--- config.mk ---
export PLATFORM = sky130hd
export DESIGN_NAME = seq_gen_flat
export DESIGN_NICKNAME = d
export VERILOG_FILES = /design/src/rtl/seq_gen_if.sv /design/src/rtl/seq_gen.sv /design/src/flat_wrapper.sv
export SDC_FILE = /design/constraint.sdc
export NUM_CORES = 1
export LEC_CHECK = 0
export ABC_AREA = 1
export CAP_MARGIN = 20
export CORE_ASPECT_RATIO = 1.2
export CORE_MARGIN = 2
export CORE_UTILIZATION = 50
export CTS_CLUSTER_DIAMETER = 60
export CTS_CLUSTER_SIZE = 8
export DETAILED_ROUTE_END_ITERATION = 16
export PLACE_DENSITY = 0.73
export SLEW_MARGIN = 5
export SYNTH_ARGS = -nofsm -noshare
export SYNTH_HDL_FRONTEND = slang
export SYNTH_SLANG_ARGS = --single-unit
--- constraint.sdc ---
create_clock -name clk -period 3.4 [get_ports clk]
set_input_delay 0.68 -clock clk [delete_from_list [all_inputs] [get_ports clk]]
set_output_delay 0.68 -clock clk [all_outputs]
set_load 0.01 [all_outputs]
--- src/rtl/seq_gen_if.sv ---
// Control and serial-output bundle of the seq_gen pattern generator.
// The master drives the request fields and the slave (seq_gen) drives the serial stream.
interface seq_gen_if #(
  parameter int PAT_W = 8,
  parameter int LEN_W = 4,
  parameter int REP_W = 8,
  parameter int GAP_W = 4
);
  logic             start;
  logic             abort;
  logic [PAT_W-1:0] pat_in;
  logic [LEN_W-1:0] pat_len;
  logic [REP_W-1:0] rep_num;
  logic [GAP_W-1:0] gap_cyc;

  logic data_out;
  logic data_vld;
  logic frame_sop;
  logic busy;
  logic done;
  logic err;

  // Handshake: start is taken only while busy=0. The cycle after an accepted start,
  // busy and data_vld rise. done pulses once after the last bit. err pulses once on a
  // rejected start. abort in any cycle returns the block to idle with no done.
  modport master (
    output start, abort, pat_in, pat_len, rep_num, gap_cyc,
    input  data_out, data_vld, frame_sop, busy, done, err
  );

  modport slave (
    input  start, abort, pat_in, pat_len, rep_num, gap_cyc,
    output data_out, data_vld, frame_sop, busy, done, err
  );
endinterface

--- src/rtl/seq_gen.sv ---
// Serial pattern generator: emits pat_in MSB-first, repeated rep_num times with
// optional idle gaps, framed by a start/busy/done handshake.
module seq_gen #(
  parameter int PAT_W = 8,
  parameter int LEN_W = 4,
  parameter int REP_W = 8,
  parameter int GAP_W = 4
) (
  input  logic       clk,
  input  logic       rst_n,
  seq_gen_if.slave   bus,
  output logic [1:0] dbg_state_o
);

  typedef enum logic [1:0] {
    ST_IDLE = 2'd0,
    ST_SEND = 2'd1,
    ST_GAP  = 2'd2,
    ST_FIN  = 2'd3
  } state_t;

  localparam logic [LEN_W-1:0] PAT_W_L = LEN_W'(PAT_W);

  state_t           state_q, state_d;
  logic [PAT_W-1:0] pat_q, pat_d;
  logic [PAT_W-1:0] sh_q, sh_d;
  logic [LEN_W-1:0] len_q, len_d;
  logic [LEN_W-1:0] bit_q, bit_d;
  logic [REP_W-1:0] rep_q, rep_d;
  logic [GAP_W-1:0] gap_q, gap_d;
  logic [GAP_W-1:0] gcnt_q, gcnt_d;

  logic dout_q, dout_d;
  logic vld_q, vld_d;
  logic sop_q, sop_d;
  logic busy_q, busy_d;
  logic done_q, done_d;
  logic err_q, err_d;

  logic             len_ok;
  logic             reload;
  logic [LEN_W-1:0] shamt;
  logic [PAT_W-1:0] aligned;

  // Left-align the pattern so the first bit to send always sits in the MSB;
  // bits at or above pat_len fall off the top.
  assign shamt   = PAT_W_L - bus.pat_len;
  assign aligned = bus.pat_in << shamt;
  assign len_ok  = (bus.pat_len != '0) && (bus.pat_len <= PAT_W_L);

  always_comb begin
    state_d = state_q;
    pat_d   = pat_q;
    sh_d    = sh_q;
    len_d   = len_q;
    bit_d   = bit_q;
    rep_d   = rep_q;
    gap_d   = gap_q;
    gcnt_d  = gcnt_q;
    dout_d  = 1'b0;
    vld_d   = 1'b0;
    sop_d   = 1'b0;
    busy_d  = 1'b0;
    done_d  = 1'b0;
    err_d   = 1'b0;
    reload  = 1'b0;

    case (state_q)
      ST_IDLE: begin
        if (bus.start) begin
          if (len_ok) begin
            state_d = ST_SEND;
            pat_d   = aligned;
            sh_d    = aligned << 1;
            len_d   = bus.pat_len;
            bit_d   = bus.pat_len - LEN_W'(1);
            rep_d   = (bus.rep_num == '0) ? '0 : bus.rep_num - REP_W'(1);
            gap_d   = bus.gap_cyc;
            dout_d  = aligned[PAT_W-1];
            vld_d   = 1'b1;
            sop_d   = 1'b1;
            busy_d  = 1'b1;
          end else begin
            err_d = 1'b1;
          end
        end
      end
      ST_SEND: begin
        busy_d = 1'b1;
        if (bit_q != '0) begin
          bit_d  = bit_q - LEN_W'(1);
          sh_d   = sh_q << 1;
          dout_d = sh_q[PAT_W-1];
          vld_d  = 1'b1;
        end else if (rep_q != '0) begin
          rep_d = rep_q - REP_W'(1);
          if (gap_q == '0) begin
            reload = 1'b1;
          end else begin
            state_d = ST_GAP;
            gcnt_d  = gap_q;
          end
        end else begin
          state_d = ST_FIN;
          done_d  = 1'b1;
        end
      end
      ST_GAP: begin
        busy_d = 1'b1;
        if (gcnt_q == GAP_W'(1)) reload = 1'b1;
        else                      gcnt_d = gcnt_q - GAP_W'(1);
      end
      ST_FIN: begin
        state_d = ST_IDLE;
      end
      default: begin
        state_d = ST_IDLE;
      end
    endcase

    // Start of a new repetition: first bit comes straight from the saved pattern.
    if (reload) begin
      state_d = ST_SEND;
      sh_d    = pat_q << 1;
      bit_d   = len_q - LEN_W'(1);
      dout_d  = pat_q[PAT_W-1];
      vld_d   = 1'b1;
      sop_d   = 1'b1;
      busy_d  = 1'b1;
    end

    if (bus.abort) begin
      state_d = ST_IDLE;
      dout_d  = 1'b0;
      vld_d   = 1'b0;
      sop_d   = 1'b0;
      busy_d  = 1'b0;
      done_d  = 1'b0;
      err_d   = 1'b0;
    end
  end

  always_ff @(posedge clk or negedge rst_n) begin
    if (!rst_n) begin
      state_q <= ST_IDLE;
      pat_q   <= '0;
      sh_q    <= '0;
      len_q   <= '0;
      bit_q   <= '0;
      rep_q   <= '0;
      gap_q   <= '0;
      gcnt_q  <= '0;
      dout_q  <= 1'b0;
      vld_q   <= 1'b0;
      sop_q   <= 1'b0;
      busy_q  <= 1'b0;
      done_q  <= 1'b0;
      err_q   <= 1'b0;
    end else begin
      state_q <= state_d;
      pat_q   <= pat_d;
      sh_q    <= sh_d;
      len_q   <= len_d;
      bit_q   <= bit_d;
      rep_q   <= rep_d;
      gap_q   <= gap_d;
      gcnt_q  <= gcnt_d;
      dout_q  <= dout_d;
      vld_q   <= vld_d;
      sop_q   <= sop_d;
      busy_q  <= busy_d;
      done_q  <= done_d;
      err_q   <= err_d;
    end
  end

  assign bus.data_out  = dout_q;
  assign bus.data_vld  = vld_q;
  assign bus.frame_sop = sop_q;
  assign bus.busy      = busy_q;
  assign bus.done      = done_q;
  assign bus.err       = err_q;
  assign dbg_state_o   = state_q;

endmodule
--- src/flat_wrapper.sv ---
// flat-port wrapper written by rule: the top's interface ports become plain ports
module seq_gen_flat 
#(
  parameter int PAT_W = 8,
  parameter int LEN_W = 4,
  parameter int REP_W = 8,
  parameter int GAP_W = 4
)
  (clk, rst_n, dbg_state_o, bus_start, bus_abort, bus_pat_in, bus_pat_len, bus_rep_num, bus_gap_cyc, bus_data_out, bus_data_vld, bus_frame_sop, bus_busy, bus_done, bus_err);
  seq_gen_if #(.PAT_W(PAT_W), .LEN_W(LEN_W), .REP_W(REP_W), .GAP_W(GAP_W)) bus_i ();
  input  logic clk;
  input  logic rst_n;
  output logic [1:0] dbg_state_o;
  input wire logic [$bits(bus_i.start)-1:0] bus_start;
  input wire logic [$bits(bus_i.abort)-1:0] bus_abort;
  input wire logic [$bits(bus_i.pat_in)-1:0] bus_pat_in;
  input wire logic [$bits(bus_i.pat_len)-1:0] bus_pat_len;
  input wire logic [$bits(bus_i.rep_num)-1:0] bus_rep_num;
  input wire logic [$bits(bus_i.gap_cyc)-1:0] bus_gap_cyc;
  output wire logic [$bits(bus_i.data_out)-1:0] bus_data_out;
  output wire logic [$bits(bus_i.data_vld)-1:0] bus_data_vld;
  output wire logic [$bits(bus_i.frame_sop)-1:0] bus_frame_sop;
  output wire logic [$bits(bus_i.busy)-1:0] bus_busy;
  output wire logic [$bits(bus_i.done)-1:0] bus_done;
  output wire logic [$bits(bus_i.err)-1:0] bus_err;
  assign bus_i.start = bus_start;
  assign bus_i.abort = bus_abort;
  assign bus_i.pat_in = bus_pat_in;
  assign bus_i.pat_len = bus_pat_len;
  assign bus_i.rep_num = bus_rep_num;
  assign bus_i.gap_cyc = bus_gap_cyc;
  assign bus_data_out = bus_i.data_out;
  assign bus_data_vld = bus_i.data_vld;
  assign bus_frame_sop = bus_i.frame_sop;
  assign bus_busy = bus_i.busy;
  assign bus_done = bus_i.done;
  assign bus_err = bus_i.err;
  seq_gen #(.PAT_W(PAT_W), .LEN_W(LEN_W), .REP_W(REP_W), .GAP_W(GAP_W)) u_core (.clk(clk), .rst_n(rst_n), .bus(bus_i), .dbg_state_o(dbg_state_o));
endmodule
Word-level counts from Yosys, hierarchy flattened
Index checks and enable logic that the tools add are counted.
Storage, ports and cells
  output and inout port bits: 8
  input bits: 28
  register bits: 48
  word-level logic and storage cells: 117
Cells by class
  reduce and logical (&&, ||, !) cells: 17
  add/subtract/negate cells: 7
  mux-type cells: 60
  shift operators: 1
  order comparisons: 1
  eq/ne operators: 17
Operators by type and width (number)
  $mux 8: 9
  $mux 4: 8
  $pmux 8 s2: 2
  $mux 1: 27
  $pmux 4 s2: 2
  $sub 4x1->4 const B: 4
  $sub 8x1->8 const B: 2
  $reduce_and 5->1: 3
  $mux 2: 7
  $logic_not 8->1: 1
  $ne 2x2->1 const B: 4
  $ne 4x3->1 const B: 2
  $pmux 1 s2: 4
  $reduce_bool 4->1: 2
  $reduce_bool 8->1: 1
  $shl 8x4->8: 1
  $ne 3x1->1 const B: 2
  $pmux 2 s3: 1
  $ne 5x4->1 const B: 1
  $reduce_bool 5->1: 1
  $eq 2x2->1 const B: 2
  $eq 4x1->1 const B: 1
  $le 4x4->1 const B: 1
  $logic_not 4->1: 1
  other kinds (12): 14

Depth between registers and ports, before layout
  depth after elaboration: 7
  mapped depth: 15

Least setup slack after synthesis
OpenSTA, ideal clock, no wires.
  kind: input-to-reg
  start point: input bus_pat_len[0]
  end point: register u_core.sh_q[1]
  data arrival time: 2141 ps
  path slack: 1185 ps
  library setup time: 74 ps
  stages: 10
  buffers on the path: 2
  cells stage by stage: inv_2 > buf_4 > ha_1 > inv_1 > clkbuf_1 > nand3_1 > or2_1 > o21ai_2 > o211ai_2 > o21ai_2
Between the ends
  cells in the longest elaborated chain, start to end: 6
RTL lines
  from (decl): line flat_wrapper.sv:17  | input wire logic [$bits(bus_i.pat_len)-1:0] bus_pat_len;
  $sub 4x4->4: line seq_gen.sv:47  | assign shamt = PAT_W_L - bus.pat_len;
  $shl 8x4->8: line seq_gen.sv:48  | assign aligned = bus.pat_in << shamt;
  $mux 8: line seq_gen.sv:71  | if (len_ok) begin
  $mux 8: line seq_gen.sv:70  | if (bus.start) begin
  $pmux 8 s2: line seq_gen.sv:68  | case (state_q)
  $mux 8: line seq_gen.sv:122  | if (reload) begin
  to (signal assigned): line seq_gen.sv:147  | sh_q <= '0;
  to (signal assigned): line seq_gen.sv:162  | sh_q <= sh_d;
  to (decl): line seq_gen.sv:26  | logic [PAT_W-1:0] sh_q, sh_d;
Parallel ways exist; a longest one is shown, timed or not. The select of a mux whose other input is x is not followed.
A chain may end at the register's enable or synchronous reset.

Worst setup path after layout
  start point: input bus_pat_len[0]
  end point: register u_core.sh_q[2]
The elaborated chain is that of the path after synthesis.

==> flow_metrics.env <==
export IMPL_outcome="completed"
export IMPL_cp_max_fo=13
export IMPL_die_height_um=89.9
export IMPL_clk_insertion_delay_late_ns=0.30
export IMPL_rr_worst_depth=12
export IMPL_h_tree_depth=2
export IMPL_track_usage_pct=21.5
export IMPL_leakagePower_nw=1.70
export IMPL_io_pins=36
export IMPL_ant_nets=0
export IMPL_critPathBufInv=3
export IMPL_grt_pass1_vias=2680
export IMPL_cp_end_kind="flop"
export IMPL_fmax_mhz=372
export IMPL_avgSynthCellArea_um2=7.49
export IMPL_min_path_type="input port to async pin"
export IMPL_via_per_inst=5.20
export IMPL_dr_pass1_iters=4
export IMPL_post_cts_resized=0
export IMPL_tns_ns=0
export IMPL_ys_flop_type="dfrtp_1"
export IMPL_start_util_pct=51.4
export IMPL_cellPowerDensity_nw_per_um2=732
export IMPL_clock_sinks=47
export IMPL_relSlewSlack_pct=67.8
export IMPL_routed_wl_um=6760
export IMPL_netlist_area_um2=3070
export IMPL_crit_start="bus_pat_len[0]"
export IMPL_yosys_warnings=0
export IMPL_max_cap_viol_count=0
export IMPL_clockBufferDepth=2
export IMPL_rsz0062_at_grt="no"
export IMPL_slowest_delay_ns=0.54
export IMPL_numPortBuffers=35
export IMPL_skew_ns=0.00593
export IMPL_crit_arrival_ns=2.87
export IMPL_antenna_found_initial=0
export IMPL_final_common_cell="nand2_1"
export IMPL_final_cell_mix="nand2_1, inv_1, dfrtp_1, o21ai_0, clkdlybuf4s50_1"
export IMPL_min_period_over_period_pct=79.1
export IMPL_cp_required_ns=3.58
export IMPL_syn_inst=410
export IMPL_min_period_ns=2.69
export IMPL_final_cells=525
export IMPL_yosysUniqueCellTypes=43
export IMPL_core_um2=5970
export IMPL_rr_startpoint="u_core.dbg_state_o[1]"
export IMPL_async_reset_ff_share_pct=100
export IMPL_ys_ff_latch=47
export IMPL_area_delta_synth_final_pct=15.9
export IMPL_grt_start_max_net_pins=48
export IMPL_hold_slack_ns=0.246
export IMPL_dp_cells=518
export IMPL_wl_per_cell_um=12.9
export IMPL_path_clk_slew_ns=0.08
export IMPL_drv_slew=0
export IMPL_hold_viol=0
export IMPL_synth_nets=449
export IMPL_antenna_cells=0
export IMPL_dp_hpwl_um=5010
export IMPL_drc=0
export IMPL_r2r_slack_ns=0.94
export IMPL_critPathTopFamily="buffers and inverters"
export IMPL_final_util_pct=59.6
export IMPL_cts_inserted_buffers=5
export IMPL_root_buffer="clkbuf_8"
export IMPL_reg2reg_to="u_core.sh_q[2]"
export IMPL_gp_congestion=0.866
export IMPL_cp_slowest_cell="clkdlybuf4s50_1"
export IMPL_post_cts_buffers=0
export IMPL_synth_edf_count=0
export IMPL_drtIter0Drc=154
export IMPL_worst_pin_slew_ns=0.483
export IMPL_grt_overflow_total=0
export IMPL_crit_chain="clkdlybuf4s50_1 -> inv_2 -> ha_1 -> nand2_1 -> xor2_1 -> nand2_1 -> a21boi_4 -> inv_2 -> a21oi_1 -> a21oi_1"
export IMPL_ys_seq_area_share_pct=38.3
export IMPL_vias=2728
export IMPL_finalNetCount=483
export IMPL_drive_above_1_share_pct=8.80
export IMPL_start_kind="input port"
export IMPL_die_w_um=75.6
export IMPL_hold_buffers=0
export IMPL_crit_type="input port to flop"
export IMPL_fp_row_count=31
export IMPL_grt_first_pass_wirelength_um=11600
export IMPL_die_area_um2=6790
export IMPL_cts_tree="built"
export IMPL_ir_drop_mv=0.303
export IMPL_setup_viol=0
## synth_stat cells (3+ instances only)
cell      count  area, µm²
nand3_1      17       85.1
o21ai_0      44        220
ha_1         11        138
o21ai_1      11       55.1
nand2_2       6       37.5
o211ai_1      6       45.0
a21oi_1      23        115
xor2_1        9       78.8
inv_1        49        184
buf_2         6       30.0
nand2_1      96        360
nor2_1       30        113
a31oi_1       3       18.8
nand4_1       4       25.0
buf_6         3       33.8
xnor2_1       3       26.3
o22ai_1       3       18.8
nor3_1        4       20.0
dfrtp_1      47       1180
inv_2         7       26.3
## report_power, final
part,switching [W],internal (W),total (W)
logic,0.000862,0.000504,0.00137
clock network,0.000179,0.000138,0.000317
registers,0.000130,0.000793,0.000923
total,0.00117,0.00143,0.00260
## state kept, by name (all words and copies together), names as in the netlist, 2 cells and up
name,count
u_core.gap_q,4
u_core.len_q,4
u_core.bit_q,4
u_core.gcnt_q,4
u_core.sh_q,7
u_core.rep_q,8
u_core.dbg_state_o,2
u_core.pat_q,8
## worst max-delay path by stage
stage	endpoint	slack (ns)	cells past startpoint
final	u_core.sh_q[2]	0.71	10
after global routing	u_core.sh_q[2]	0.53	10
after CTS	u_core.sh_q[2]	0.77	10
after detailed placement	u_core.sh_q[2]	0.43	10
after global placement	u_core.sh_q[2]	0.53	10
after floorplan	u_core.sh_q[1]	1.19	10
## area by class of cell
| type | instances | area, µm² |
|---|---|---|
| clock buffer | 6 | 72.6 |
| fill | 566 | 2410 |
| inverter | 56 | 210 |
| multi-input combinational | 294 | 1600 |
| sequential | 47 | 1180 |
| tap | 82 | 103 |
| timing repair buffer | 40 | 395 |
## per-layer routing
metal	track usage, %	vias to the layer above	part of all wire, %
met2	36.0	73	49
met1	26.9	1239	44
met4	7.46	0	1.8
li1	-	1403	-
met3	3.92	13	5.0
met5	0	-	0
## cells by family after synthesis
logic type	synth area share, %
simple gates	24.7
compound gates	18.7
fa+ha+maj	4.48
xor+xnor	4.32
buf+inv	9.53
flops	38.3
## stage by stage
stage	setup slack, ns	power [W]	instance area [µm²]
2_1_floorplan	1.19	0.00194	3070
3_3_place_gp	0.532	0.00225	3470
3_5_place_dp	0.434	0.00229	3470
4_1_cts	0.769	0.00261	3540
5_1_grt	0.528	0.00286	3560
6_report	0.711	0.00260	3560
Power figures use the tool's default switching activity.
